File: src/rtl/match_controller.sv
// Match-level sequencer for the ping-pong game: scores, serve order, post-point pause,
// win detection and ball speed (tick period) control.
module match_controller #(
   parameter int unsigned WIN_SCORE      = 5,
   parameter int unsigned PAUSE_CYCLES   = 200_000_000,
   parameter int unsigned INIT_PERIOD    = 25_000_000,
   parameter int unsigned MIN_PERIOD     = 5_000_000,
   parameter int unsigned PERIOD_STEP    = 2_500_000,
   parameter int unsigned HITS_PER_LEVEL = 4,
   parameter int unsigned PW             = 25
) (
   input  logic          clk,
   input  logic          reset,
   input  logic          start,
   input  logic          hit,
   input  logic          p1_point,
   input  logic          p2_point,
   output logic          serve_go,
   output logic          serve_side,
   output logic          play_en,
   output logic [PW-1:0] step_period,
   output logic [3:0]    p1_score,
   output logic [3:0]    p2_score,
   output logic          game_over,
   output logic          winner
);

   localparam int unsigned HIT_W   = $clog2(HITS_PER_LEVEL + 1);
   localparam int unsigned PAUSE_W = $clog2(PAUSE_CYCLES + 1);

   localparam logic [PW-1:0]    INIT_P    = PW'(INIT_PERIOD);
   localparam logic [PW-1:0]    MIN_P     = PW'(MIN_PERIOD);
   localparam logic [PW-1:0]    STEP_P    = PW'(PERIOD_STEP);
   localparam logic [PW:0]      FLOOR_SUM = (PW+1)'(MIN_PERIOD) + (PW+1)'(PERIOD_STEP);
   localparam logic [HIT_W-1:0] HIT_LAST  = HIT_W'(HITS_PER_LEVEL - 1);
   localparam logic [PAUSE_W-1:0] PAUSE_LAST = PAUSE_W'(PAUSE_CYCLES - 1);
   localparam logic [3:0]       WIN_S     = 4'(WIN_SCORE);

   typedef enum logic [2:0] {
      StIdle, StServe, StRally, StPointPause, StGameOver
   } state_e;

   state_e             state;
   logic               start_q;
   logic               start_edge;
   logic [HIT_W-1:0]   hit_cnt;
   logic [PAUSE_W-1:0] pause_cnt;
   logic [3:0]         p1_next;
   logic [3:0]         p2_next;

   assign start_edge = start & ~start_q;
   assign p1_next    = p1_score + 4'd1;
   assign p2_next    = p2_score + 4'd1;

   always_ff @(posedge clk) begin
      if (reset) begin
         state       <= StIdle;
         start_q     <= 1'b0;
         serve_go    <= 1'b0;
         serve_side  <= 1'b0;
         play_en     <= 1'b0;
         step_period <= INIT_P;
         p1_score    <= 4'd0;
         p2_score    <= 4'd0;
         game_over   <= 1'b0;
         winner      <= 1'b0;
         hit_cnt     <= '0;
         pause_cnt   <= '0;
      end else begin
         start_q  <= start;
         serve_go <= 1'b0;
         unique case (state)
            StIdle, StGameOver: begin
               if (start_edge) begin
                  p1_score    <= 4'd0;
                  p2_score    <= 4'd0;
                  serve_side  <= 1'b0;
                  step_period <= INIT_P;
                  hit_cnt     <= '0;
                  game_over   <= 1'b0;
                  serve_go    <= 1'b1;
                  state       <= StServe;
               end
            end
            StServe: begin
               play_en <= 1'b1;
               state   <= StRally;
            end
            StRally: begin
               if (p1_point && p2_point) begin
                  // Both players claiming the point is a protocol error: replay it.
                  play_en   <= 1'b0;
                  pause_cnt <= '0;
                  state     <= StPointPause;
               end else if (p1_point || p2_point) begin
                  play_en     <= 1'b0;
                  pause_cnt   <= '0;
                  step_period <= INIT_P;
                  hit_cnt     <= '0;
                  serve_side  <= p1_point;
                  if (p1_point) p1_score <= p1_next;
                  else          p2_score <= p2_next;
                  if ((p1_point && p1_next == WIN_S) || (p2_point && p2_next == WIN_S)) begin
                     game_over <= 1'b1;
                     winner    <= p2_point;
                     state     <= StGameOver;
                  end else begin
                     state <= StPointPause;
                  end
               end else if (hit) begin
                  if (hit_cnt == HIT_LAST) begin
                     hit_cnt <= '0;
                     if ({1'b0, step_period} >= FLOOR_SUM) step_period <= step_period - STEP_P;
                     else                                  step_period <= MIN_P;
                  end else begin
                     hit_cnt <= hit_cnt + HIT_W'(1);
                  end
               end
            end
            StPointPause: begin
               if (pause_cnt == PAUSE_LAST) begin
                  serve_go <= 1'b1;
                  state    <= StServe;
               end else begin
                  pause_cnt <= pause_cnt + PAUSE_W'(1);
               end
            end
            default: state <= StIdle;
         endcase
      end
   end

endmodule

File: config.mk
export PLATFORM = sky130hd
export DESIGN_NAME = match_controller
export DESIGN_NICKNAME = d
export VERILOG_FILES = /design/src/rtl/match_controller.sv
export SDC_FILE = /design/constraint.sdc
export NUM_CORES = 1
export LEC_CHECK = 0
export CORE_MARGIN = 1.5
export CORE_UTILIZATION = 28
export CTS_BUF_LIST = sky130_fd_sc_hd__clkbuf_16
export CTS_CLUSTER_SIZE = 40
export DETAILED_ROUTE_END_ITERATION = 16
export PLACE_DENSITY = 0.44
export REMOVE_ABC_BUFFERS = 1
export SKIP_CTS_REPAIR_TIMING = 1
export SYNTH_ARGS = -nofsm -noshare
export SYNTH_HDL_FRONTEND = slang
export SYNTH_SLANG_ARGS = --single-unit
File: constraint.sdc
create_clock -name clk -period 2.4 [get_ports clk]
set_input_delay 0.36 -clock clk [delete_from_list [all_inputs] [get_ports clk]]
set_output_delay 0.36 -clock clk [all_outputs]
set_load 0.02 [all_outputs]
## Word-level counts from Yosys, hierarchy flattened

Index checks and enable logic that the tools add are counted.
W data, S select, Z words.

- Memories kept: 0
- Memory bits (writable): 0
- ROM bits: 0
- Register bits: 73
- Latch bits: 0
- Output and inout bits: 38
- Word-level logic and storage cells: 106

- Add/sub/neg operators: 5
- Shift operators: 0
- Reductions and logical operators: 20
- Divide/modulo/power cells: 0
- Eq/ne operators: 19
- Bitwise operators: 3
- Multipliers: 0
- Mux-type cells: 46
- $lt $le $gt $ge: 1

Operators by type and width:

| operator | number |
|---|---|
| $mux W25 | 6 |
| $mux W28 | 3 |
| $pmux W28 S2 | 1 |
| $pmux W25 S2 | 1 |
| $mux W3 | 10 |
| $add A28 B1 Y28 const B | 1 |
| $eq A28 B28 Y1 const B | 1 |
| $mux W4 | 7 |
| $ge A25 B23 Y1 const B | 1 |
| $sub A25 B22 Y25 const B | 1 |
| $reduce_and A5 Y1 | 4 |
| $ne A2 B2 Y1 const B | 8 |
| $pmux W4 S2 | 2 |
| $pmux W3 S4 | 1 |
| $reduce_and A4 Y1 | 3 |
| $mux W1 | 10 |
| $eq A3 B2 Y1 const B | 3 |
| $ne A3 B3 Y1 const B | 3 |
| $add A4 B1 Y4 const B | 2 |
| $eq A4 B3 Y1 const B | 2 |
| $pmux W1 S2 | 4 |
| $pmux W3 S2 | 1 |
| $reduce_and A3 Y1 | 2 |
| $reduce_bool A2 Y1 | 3 |
| 10 further kinds | 14 |

## Longest topological paths before layout

- Depth after elaboration: 8
- Gate-level depth with buffers: 9

## Worst setup path before layout

OpenSTA, ideal clock, no wires.

- Path type: register -> register
- From: reg step_period[5]
- To: reg step_period[19]
- Buffers on the path: 1
- Cell stages (with the launch flop): 8
- Arrival: 1.815 ns
- Data required time: 2.273 ns
- Clock period less this slack: 1.943 ns
- Slack: 0.457 ns
- Path through: dfxtp_1 ha_1 a21oi_1 a211o_1 a21oi_1 o21bai_1 buf_2 or3b_1

- Cells in the longest elaborated chain, start to end: 7
- Elaborated cells on any way between the ends: 8
- Classes of those cells: add/sub (1); order compare (1); mux (6)

RTL lines:

| what | line | RTL |
|---|---|---|
| from (decl) | 21 | `output logic [PW-1:0] step_period,` |
| from (signal assigned) | 113 | `if ({1'b0, step_period} >= FLOOR_SUM) step_period <= step_period - STEP_P;` |
| $sub A25 B22 Y25 or $ge A25 B23 Y1 (tied branches) | 113 |  |
| $mux W25 * | 113 |  |
| $mux W25 * | 111 | `if (hit_cnt == HIT_LAST) begin` |
| $mux W25 * | 110 | `end else if (hit) begin` |
| $mux W25 * | 95 | `end else if (p1_point \|\| p2_point) begin` |
| $mux W25 * | 90 | `if (p1_point && p2_point) begin` |
| $pmux W25 S2 * | 72 | `unique case (state)` |

Every way passes the cells marked *; elsewhere a longest branch is shown, timed or not. The select of a mux whose other input is x is not followed.
A chain may end at the register's enable or synchronous reset.

## Worst setup path in the final report

- From: reg step_period[8]
- To: reg step_period[23]

The elaborated chain is that of the path after synthesis.

==> flow_summary.yaml <==
clock_tree:
  cts_buffers: 9
  cts_tree: "done"
  cts_buffer_depth: 2
  clock_latency_ps: 340
  h-tree-depth: 3
  cts_sinks: 68
  root_buffer: "clkbuf_16"
  path_clk_slew_ps: 60
pwr:
  power_density_mw_per_mm2: 626
  p_sw_mw: 0.806
  p_seq_share_pct: 40.9
  power_mw: 2.96
  p_int_mw: 2.15
  power.leakage_nw: 1.76
  combinationalPowerShare_pct: 15.6
  p_clk_share_pct: 43.6
  irDropWorstVdd_v: 0.000260
  switching_share_pct: 27.3
finish:
  n_antenna_cell: 0
  syn2layout_area_growth_pct: 28.1
  layout-drive-gt1-share_pct: 12.2
  nNetsFinal: 520
  fill_cells: 1366
  final_cell_mix: "68 x dfxtp_1, 54 x nor2_1, 38 x clkdlybuf4s50_1"
  final_common_cell: "dfxtp_1"
grt:
  grt_pass1_vias: 3094
  grt_antenna_before_repair: 0
  overflow: 0
  grt_max_degree: 18
  grtUsageTotal_pct: 13.9
  grt_pass1_wl_mm: 15.6
sta:
  fin_crit_ps: 2200
  fmaxAchievable_mhz: 454
  rsz0062_at_grt: "no"
  final_max_slew_viol_count: 0
  clock_skew_ps: 6.17
  setup_tns_ps: 0
  relSlewSlack_pct: 59.2
  tightest_slew_ps: 608
  setup-violations-final: 0
  hold_viol: 0
  period_share_pct: 91.7
die:
  ios: 44
  die_y_um: 118
  die-width_um: 118
  core_area_mm2: 0.0127
  die-area_mm2: 0.0139
  start_util_pct: 29.0
  num_rows: 41
setup_path:
  critPathSlowestCell: "or4_1"
  cp_cell_sequence: "or4_1, a21oi_1, a211o_1, a21oi_1, o21bai_1, buf_4, nor2_1"
  worstSetupPathType: "register to register"
  crit_arrival_ps: 2430
  critPathMaxFanout: 7
  start_kind: "register"
  cpMostUsedCell: "a21oi_1"
  critPathMaxStageDelay_ps: 530
  endpoint_kind: "register"
  cp.required_ps: 2630
drt:
  dr.pass1.iters: 4
  vias: 3325
  route.detailed.drc: 0
  drt_iter0_drc: 171
  via_per_inst: 4.89
  drtAntennaViolNets: 0
  wl_mm: 9.33
  routedWlPerCell_um: 13.7
logic_synthesis:
  synth_cell_types: 68
  yosysWarnings: 0
  synth.ff_latch_count: 68
  ys.flop_type: "dfxtp_1"
  synthArstFlopShare_pct: 0
  synth_area_mm2: 0.00369
  synth_edf_count: 0
  synth_seq_area_share_pct: 36.9
  synthCells: 437
  syn_avg_cell_area_um2: 8.44
min_path:
  min_path_type: "register to register"
flow_run:
  max_cap_viol_count: 0
placement:
  io_buffers: 38
  gp_congestion: 0.790
  hpwl_mm: 7.01
outcome:
  status: "finished, final reports clean"
==> synth_stat cells, types with 6 or more instances <==
| master | instances | area (um^2) |
|---|---|---|
| nand3_1 | 18 | 90.1 |
| nor4_1 | 6 | 37.5 |
| xnor2_1 | 13 | 114 |
| buf_4 | 7 | 52.6 |
| nor3_1 | 14 | 70.1 |
| nor2_1 | 54 | 203 |
| a21oi_1 | 31 | 155 |
| nand4_1 | 6 | 37.5 |
| inv_1 | 17 | 63.8 |
| o21ai_0 | 24 | 120 |
| nand2b_1 | 7 | 43.8 |
| clkbuf_1 | 6 | 22.5 |
| nand2_1 | 30 | 113 |
| dfxtp_1 | 68 | 1360 |
| ha_1 | 11 | 138 |
| xor2_1 | 17 | 149 |
==> path summary, 6_finish.rpt <==
kind,slack [ps],start,end,depth (start not counted)
max reg2reg,200,step_period[8]$_SDFFE_PP0P_,step_period[23]$_SDFFE_PP0P_,7
max,200,step_period[8]$_SDFFE_PP0P_,step_period[23]$_SDFFE_PP0P_,7
min,450,serve_side$_SDFFE_PP0P_,serve_side$_SDFFE_PP0P_,2
min reg2reg,450,serve_side$_SDFFE_PP0P_,serve_side$_SDFFE_PP0P_,2
==> worst max-delay path, delay by kind of cell, from the launching register on <==
| kind | cells | cell delay, ps |
|---|---|---|
| compound gates | 4 | 890 |
| buf+inv | 1 | 250 |
| simple gates | 2 | 590 |
| flops | 1 | 360 |
==> metrics by stage <==
stage	instance area [um^2]	instances	utilization (%)	setup WS, ps	hold WS [ps]
after floorplan	3590	422	-	269	429
after detailed placement	4440	664	34.9	23.3	450
after global routing	4720	680	37.1	67.3	480
after CTS	4720	680	37.1	198	458
final	4720	680	37.1	198	453
after global placement	4440	664	34.9	45.9	450
==> layer usage <==
metal / track usage [%] / wire (um) / part of all wire [%] / vias up
met5: 0 / 0 / 0 / -
met4: 6.55 / 194 / 2.1 / 0
met3: 3.10 / 352 / 3.8 / 12
met2: 19.3 / 3820 / 41 / 57
met1: 20.2 / 4960 / 53 / 1564
li1: - / - / - / 1692
==> area by class of cell <==
| cell class | instances | area [um^2] | area share (%) |
|---|---|---|---|
| Clock inverter | 7 | 58.8 | 1.24 |
| Clock buffer | 9 | 225 | 4.77 |
| Sequential cell | 68 | 1360 | 28.8 |
| Inverter | 17 | 63.8 | 1.35 |
| Multi-Input combinational cell | 337 | 2170 | 45.9 |
| Timing Repair Buffer | 70 | 633 | 13.4 |
| Tap cell | 172 | 215 | 4.56 |
==> state kept, by name, summed over array words and instances, names as in the netlist, 3 cells and up <==
| register | count |
|---|---|
| state | 3 |
| hit_cnt | 3 |
| p2_score | 4 |
| step_period | 20 |
| pause_cnt | 28 |
| p1_score | 4 |
==> cell families (layout without fill, tap and decap cells) <==
logic type      Yosys count  in the layout  share of synthesized area, %
mux                       5              5                          1.36
compound gates          104            104                          19.3
xor+xnor                 30             30                          7.12
buf+inv                  36            103                          4.75
other cells               1              5                         0.102
flops                    68             68                          36.9
simple gates            182            182                          26.7
fa+ha+maj                11             11                          3.73
==> power groups by stage <==
stage,Clock [mW],Sequential [mW],Combinational (mW)
6_report,1.29,1.21,0.460
2_1_floorplan,0,1.27,0.216
4_1_cts,1.34,1.21,0.465
3_5_place_dp,0,1.23,0.463
5_1_grt,1.37,1.21,0.504
3_3_place_gp,0,1.23,0.461
No activity file was read; power rests on OpenSTA's default activity.
